$ cat src/rtl/inst_encoder.sv
// RV32I field-level instruction encoder with a small word FIFO and a sequential
// instruction-memory writer (req/ack), used to load generated programs.
module inst_encoder #(
    parameter int          FIFO_DEPTH = 4,
    parameter logic [31:0] BASE_ADDR  = 32'h0000_0000,
    parameter int          MAX_WORDS  = 256
) (
    input  logic        clk,
    input  logic        rst,
    input  logic        in_valid,
    output logic        in_ready,
    input  logic [2:0]  in_type,
    input  logic [6:0]  in_opcode,
    input  logic [4:0]  in_rd,
    input  logic [4:0]  in_rs1,
    input  logic [4:0]  in_rs2,
    input  logic [2:0]  in_funct3,
    input  logic [6:0]  in_funct7,
    input  logic [31:0] in_imm,
    output logic        mem_wr,
    output logic [31:0] mem_addr,
    output logic [31:0] mem_wdata,
    input  logic        mem_ack,
    output logic [15:0] words_written,
    output logic        err_illegal,
    output logic        busy
);

    localparam int PTR_W = (FIFO_DEPTH > 1) ? $clog2(FIFO_DEPTH) : 1;
    localparam logic [PTR_W:0] FIFO_FULL_CNT = (PTR_W + 1)'(FIFO_DEPTH);
    localparam logic [31:0]    LAST_IDX      = 32'(MAX_WORDS - 1);

    localparam logic [2:0] TY_R  = 3'd0;
    localparam logic [2:0] TY_I  = 3'd1;
    localparam logic [2:0] TY_S  = 3'd2;
    localparam logic [2:0] TY_SB = 3'd3;
    localparam logic [2:0] TY_UJ = 3'd4;
    localparam logic [2:0] TY_U  = 3'd5;

    typedef enum logic [0:0] {
        ST_IDLE  = 1'b0,
        ST_WRITE = 1'b1
    } wr_state_t;

    // Pack the request fields into an RV32 word; illegal types yield zero
    // (they never reach the FIFO anyway).
    function automatic logic [31:0] encode_fields(
        input logic [2:0]  ty,
        input logic [6:0]  opc,
        input logic [4:0]  rd,
        input logic [4:0]  rs1,
        input logic [4:0]  rs2,
        input logic [2:0]  f3,
        input logic [6:0]  f7,
        input logic [31:0] imm
    );
        logic [31:0] w;
        case (ty)
            TY_R:    w = {f7, rs2, rs1, f3, rd, opc};
            TY_I:    w = {imm[11:0], rs1, f3, rd, opc};
            TY_S:    w = {imm[11:5], rs2, rs1, f3, imm[4:0], opc};
            TY_SB:   w = {imm[12], imm[10:5], rs2, rs1, f3, imm[4:1], imm[11], opc};
            TY_UJ:   w = {imm[20], imm[10:1], imm[11], imm[19:12], rd, opc};
            TY_U:    w = {imm[31:12], rd, opc};
            default: w = 32'h0000_0000;
        endcase
        return w;
    endfunction

    logic [31:0]      fifo_mem_r [FIFO_DEPTH];
    logic [PTR_W-1:0] wr_ptr_r;
    logic [PTR_W-1:0] rd_ptr_r;
    logic [PTR_W:0]   count_r;

    wr_state_t   state_r;
    wr_state_t   state_nxt_s;
    logic        mem_wr_r;
    logic [31:0] mem_addr_r;
    logic [31:0] mem_wdata_r;
    logic [31:0] word_idx_r;
    logic [15:0] words_written_r;
    logic        err_illegal_r;

    logic        full_s;
    logic        empty_s;
    logic        accept_s;
    logic        legal_s;
    logic        push_s;
    logic        pop_s;
    logic        load_s;
    logic        done_s;
    logic [31:0] enc_word_s;

    assign full_s     = (count_r == FIFO_FULL_CNT);
    assign empty_s    = (count_r == '0);
    assign in_ready   = !rst && !full_s;
    assign accept_s   = in_valid && in_ready;
    assign legal_s    = (in_type <= TY_U);
    assign push_s     = accept_s && legal_s;
    assign enc_word_s = encode_fields(in_type, in_opcode, in_rd, in_rs1, in_rs2,
                                      in_funct3, in_funct7, in_imm);

    // FIFO storage; data slots need no reset because occupancy is tracked separately.
    always_ff @(posedge clk) begin
        if (push_s) begin
            fifo_mem_r[wr_ptr_r] <= enc_word_s;
        end
    end

    // FIFO pointers and occupancy; a pop frees a slot only from the next cycle.
    always_ff @(posedge clk or posedge rst) begin
        if (rst) begin
            wr_ptr_r <= '0;
            rd_ptr_r <= '0;
            count_r  <= '0;
        end else begin
            if (push_s) begin
                wr_ptr_r <= (wr_ptr_r == PTR_W'(FIFO_DEPTH - 1)) ? '0 : wr_ptr_r + 1'b1;
            end
            if (pop_s) begin
                rd_ptr_r <= (rd_ptr_r == PTR_W'(FIFO_DEPTH - 1)) ? '0 : rd_ptr_r + 1'b1;
            end
            case ({push_s, pop_s})
                2'b10:   count_r <= count_r + 1'b1;
                2'b01:   count_r <= count_r - 1'b1;
                default: count_r <= count_r;
            endcase
        end
    end

    // Writer next-state: load a word when idle, retire on ack, chain back-to-back.
    always_comb begin
        state_nxt_s = state_r;
        pop_s       = 1'b0;
        load_s      = 1'b0;
        done_s      = 1'b0;
        case (state_r)
            ST_IDLE: begin
                if (!empty_s) begin
                    pop_s       = 1'b1;
                    load_s      = 1'b1;
                    state_nxt_s = ST_WRITE;
                end else begin
                    state_nxt_s = ST_IDLE;
                end
            end
            ST_WRITE: begin
                if (mem_ack) begin
                    done_s = 1'b1;
                    if (!empty_s) begin
                        pop_s       = 1'b1;
                        load_s      = 1'b1;
                        state_nxt_s = ST_WRITE;
                    end else begin
                        state_nxt_s = ST_IDLE;
                    end
                end else begin
                    state_nxt_s = ST_WRITE;
                end
            end
            default: begin
                state_nxt_s = ST_IDLE;
            end
        endcase
    end

    // Writer state and registered memory-port outputs.
    always_ff @(posedge clk or posedge rst) begin
        if (rst) begin
            state_r     <= ST_IDLE;
            mem_wr_r    <= 1'b0;
            mem_wdata_r <= 32'h0000_0000;
        end else begin
            state_r <= state_nxt_s;
            if (load_s) begin
                mem_wr_r    <= 1'b1;
                mem_wdata_r <= fifo_mem_r[rd_ptr_r];
            end else if (done_s) begin
                mem_wr_r    <= 1'b0;
                mem_wdata_r <= mem_wdata_r;
            end else begin
                mem_wr_r    <= mem_wr_r;
                mem_wdata_r <= mem_wdata_r;
            end
        end
    end

    // Address sequencing with wrap to the base after MAX_WORDS acknowledged words.
    always_ff @(posedge clk or posedge rst) begin
        if (rst) begin
            mem_addr_r <= BASE_ADDR;
            word_idx_r <= 32'd0;
        end else if (done_s) begin
            if (word_idx_r >= LAST_IDX) begin
                mem_addr_r <= BASE_ADDR;
                word_idx_r <= 32'd0;
            end else begin
                mem_addr_r <= mem_addr_r + 32'd4;
                word_idx_r <= word_idx_r + 32'd1;
            end
        end else begin
            mem_addr_r <= mem_addr_r;
            word_idx_r <= word_idx_r;
        end
    end

    // Saturating write counter and the one-cycle illegal-type flag.
    always_ff @(posedge clk or posedge rst) begin
        if (rst) begin
            words_written_r <= 16'h0000;
            err_illegal_r   <= 1'b0;
        end else begin
            if (done_s && (words_written_r != 16'hFFFF)) begin
                words_written_r <= words_written_r + 16'd1;
            end else begin
                words_written_r <= words_written_r;
            end
            err_illegal_r <= accept_s && !legal_s;
        end
    end

    assign mem_wr        = mem_wr_r;
    assign mem_addr      = mem_addr_r;
    assign mem_wdata     = mem_wdata_r;
    assign words_written = words_written_r;
    assign err_illegal   = err_illegal_r;
    assign busy          = !empty_s || (state_r == ST_WRITE);

endmodule

$ cat config.mk
export PLATFORM = sky130hd
export DESIGN_NAME = inst_encoder
export DESIGN_NICKNAME = d
export VERILOG_FILES = /design/src/rtl/inst_encoder.sv
export SDC_FILE = /design/constraint.sdc
export NUM_CORES = 1
export LEC_CHECK = 0
export CORE_UTILIZATION = 40
export CTS_BUF_LIST = sky130_fd_sc_hd__clkbuf_16
export DETAILED_ROUTE_END_ITERATION = 8
export PLACE_DENSITY = 0.69
export SLEW_MARGIN = 20
export SYNTH_ARGS = -nofsm -noshare
export SYNTH_HDL_FRONTEND = slang
export SYNTH_SLANG_ARGS = --single-unit
$ cat constraint.sdc
create_clock -name clk -period 3.6 [get_ports clk]
set_input_delay 0.36 -clock clk [delete_from_list [all_inputs] [get_ports clk]]
set_output_delay 0.36 -clock clk [all_outputs]
set_load 0.005 [all_outputs]
==> implementation parameters <==
Parameter                              Value

CTS
  Clock tree from TritonCTS ... yes
  Worst-Skew Late Latency ... 0.52 ns
  Buffers inserted by post-CTS timing repair ... 0
  Post-cts hold buffer count ... 0
  H-tree depth ... 1
  Largest buffer count on any clock path ... 3
  Number of sinks handled by clock tree synthesis ... 248
  Buffer type at the clock tree root ... clkbuf_16
  CTS buffer count ... 26
  Clock slew at reported path FFs ... 0.06 ns
  Total of cells resized after clock tree synthesis ... 0

Place
  Gp weighted congestion ... roughly 0.8
  Detailed Place HPWL ... around 16000 um
  Worst slack at placement ... about 0.71 ns
  Placed instance area ... between 0.01 and 0.015 sq mm
  I/O Buffers ... 152

Critical path
  Type of origin of the critical path ... register
  Critical path required time ... 4.05 ns
  CP top delay family ... simple AND/OR/NAND/NOR gates
  Worst r2r path cells ... 5
  Worst reg2reg endpoint ... mem_addr[22]
  Type of element capturing the critical path ... register
  Flop2flop setup slack ... 1.07 ns
  Worst Setup Path Type ... reg -> reg
  Largest stage delay on the critical path ... 0.78 ns
  Biggest fanout along the worst timing path ... 14
  Cell breakdown of the critical path ... ha_1 > and3_1 > nand4_1 > or4_2 > a21oi_1
  Startpoint of the worst-slack reg-to-reg timing path ... mem_addr[2]
  Worst Path Arrival ... a little under 3 ns
  Cell with the largest stage delay on the worst path ... or4_2
  Buffer and inverter count on the worst path ... 0

GRT
  Aggregate global-route resource usage ... between 10% and 20%
  Pin count of the biggest net entering global routing ... 62
  Number of global-route vias before repair ... 7011
  First-pass GRT wire length ... between 30000 and 40000 um
  Overflow left after global routing ... 0
  Initial antenna violation count ... 0

Cells and area
  Number of fillers in the final layout ... 2261
  Area of the multi-input gates ... ~0.0037 sq mm
  Most common cell after layout, fill and taps aside ... clkdlybuf4s50_1
  Area taken by flip-flops and latches ... ~0.007 sq mm
  Share of post-route cells with drive strength above 1 ... 15.3%
  Net count of the finished layout ... 1028
  N_diodes ... 0
  Fin area ... 0.0136 sq mm
  Most used cells in the layout excluding fill and tap cells ... clkdlybuf4s50_1 (152), edfxtp_1 (128), dfrtp_1 (119)
  Area delta synth->final ... 26.4%

Timing
  Final-report max-slew violation count ... 0
  Setup repair after global routing missed its margin ... false
  Worst hold slack across all endpoints ... 0.421 ns
  Headroom to the max-slew limit ... 44.4%
  Shortest period the worst path allows ... about 2.5 ns
  Top achievable clock speed ... 0.395 GHz
  Final-report setup violation count ... 0
  Final number of hold-violating endpoints ... 0
  Smallest setup slack after layout ... 1.07 ns
  Slew at the pin closest to its max-slew limit ... 0.834 ns
  Tcrit/Tclk final ... a little over two thirds
  Setup TNS ... 0 ns
  Clock Skews ... 0.0185 ns

Detailed routing
  Drt initial violations ... 486
  Average wire per standard cell ... 17.6 um
  Via count ... roughly 7000
  Wirelength, routed ... 22900 um
  Post-route ant nets ... 0
  Average vias per placed instance ... 5.34
  Number of DRC violations after detailed routing ... 10
  Pre-Repair DR Iteration Count ... 7

Synthesis
  Fraction of synthesized cell area taken by the top area cell type ... 35.7%
  Post-synth design cell area ... between 0.01 and 0.015 sq mm
  Average cell area after synthesis ... 13.6 sq um
  Distinct cell type count after synthesis ... 52
  Sequential cell area fraction in the yosys report ... 63.5%
  Count of flip-flops with a built-in enable after synthesis ... between 100 and 150
  Total number of yosys warnings ... 0
  Synthesized flop and latch total ... 248
  Main area contributors after synthesis ... edfxtp_1 (36%), dfrtp_1 (28%), mux4_2 (6.7%)
  Cell type with the largest total area after synthesis ... edfxtp_1
  Number of instances in the synthesized netlist ... 790
  Most instantiated flip-flop cell in the synthesis netlist ... edfxtp_1
  Fraction of registers with async set or reset after synthesis ... 48.4%

Floorplan
  Vertical die dimension ... 166 um
  Die W ... 166 um
  Starting density of the core ... ~41%
  Floorplan core area ... between 0.02 and 0.03 sq mm
  Number of top-level design ports ... 155
  Number of standard-cell rows in the floorplan ... 59
  Die ar. ... 0.0276 sq mm

Status
  Failing checks ... design-rule violations
  Outcome ... complete, but fails checks

Hold path
  Type of the most critical hold path ... in -> async

Job
  Number of maximum-capacitance violations ... 0

Power and ir drop
  Leakage power ... 5.18 nW
  Worst voltage drop across the vdd grid ... 342 uV
  Cell Pwr Density ... 645 mW/mm^2
registers in the layout (all words and copies together), names as in the netlist, 2 cells and up:
name	flops
count_r	3
fifo_mem_r	128
mem_addr	30
words_written	16
wr_ptr_r	2
rd_ptr_r	2
mem_wdata	32
word_idx_r	32
cell type report:
cell class	instances	area share, %
Multi-Input combinational cell	467	26.8
Clock inverter	21	1.52
Clock buffer	27	4.96
Sequential cell	248	50.2
Timing Repair Buffer	169	12.4
Tap cell	335	3.08
Inverter	35	0.982
routing by layer:
| layer | global-route usage [%] | part of all wire [%] | up-vias | routed length, um |
|---|---|---|---|---|
| met3 | 3.12 | 6.0 | 23 | 1380 |
| met4 | 3.29 | 1.1 | 0 | 246 |
| met2 | 28.7 | 49 | 212 | 11300 |
| met1 | 22.5 | 44 | 3444 | 9980 |
| li1 | - | - | 3271 | - |
| met5 | 0 | 0 | - | 0 |
power breakdown:
part | total (mW) | internal (mW) | switching (mW)
logic | 2.22 | 1.32 | 0.895
registers | 3.86 | 3.47 | 0.394
clock network | 2.71 | 1.64 | 1.07
worst register-to-register path: cells and delay by family (launching register included):
kind / cells / cell delay [ns]
compound gates: 1 / 0.16
simple gates: 3 / 1.50
fa+ha+maj: 1 / 0.31
flops: 1 / 0.50
how the worst max path moves through the flow:
stage / slack [ns] / endpoint / startpoint / cells after the start
after CTS: 1.10 / mem_addr[22] / mem_addr[2] / 5
after global routing: 0.87 / mem_addr[22] / mem_addr[3] / 5
after detailed placement: 0.71 / mem_addr[22] / mem_ack / 5
final: 1.07 / mem_addr[22] / mem_addr[2] / 5
after floorplan: 0.05 / count_r[0] / rst / 1
after global placement: 0.82 / mem_addr[22] / mem_ack / 5
metrics by stage:
stage	power (mW)	cells	utilization [%]
2_1_floorplan	5.10	791	-
3_3_place_gp	6.13	1254	48.5
3_5_place_dp	6.17	1254	48.5
4_1_cts	8.92	1302	51.9
5_1_grt	9.24	1302	51.9
6_report	8.79	1302	51.9
synthesized netlist by cell type, types with 11 or more instances:
master,count
a21oi_1,24
and2_1,13
and3_1,11
buf_2,12
clkbuf_1,23
dfrtp_1,120
edfxtp_1,128
inv_1,35
mux2_2,41
mux4_2,32
nand2_1,47
nand3_1,20
nand4_1,24
nor2_1,45
nor2b_1,17
o21ai_0,38
or4_1,13
xnor2_1,17
xor2_1,17
cells by family (layout without fill, tap and decap cells):
kind of cell	after synthesis	after routing	synth area share [%]
adder cells (fa/ha/maj)	10	10	1.23
other	1	2	0.0348
flip-flops	248	248	63.5
AND/OR/NAND/NOR	237	237	12.0
AO/OA/AOI/OAI	104	104	6.00
multiplexers	80	80	11.6
XOR/XNOR	34	34	2.76
buffers and inverters	76	252	2.89
Power figures use the tool's default switching activity.
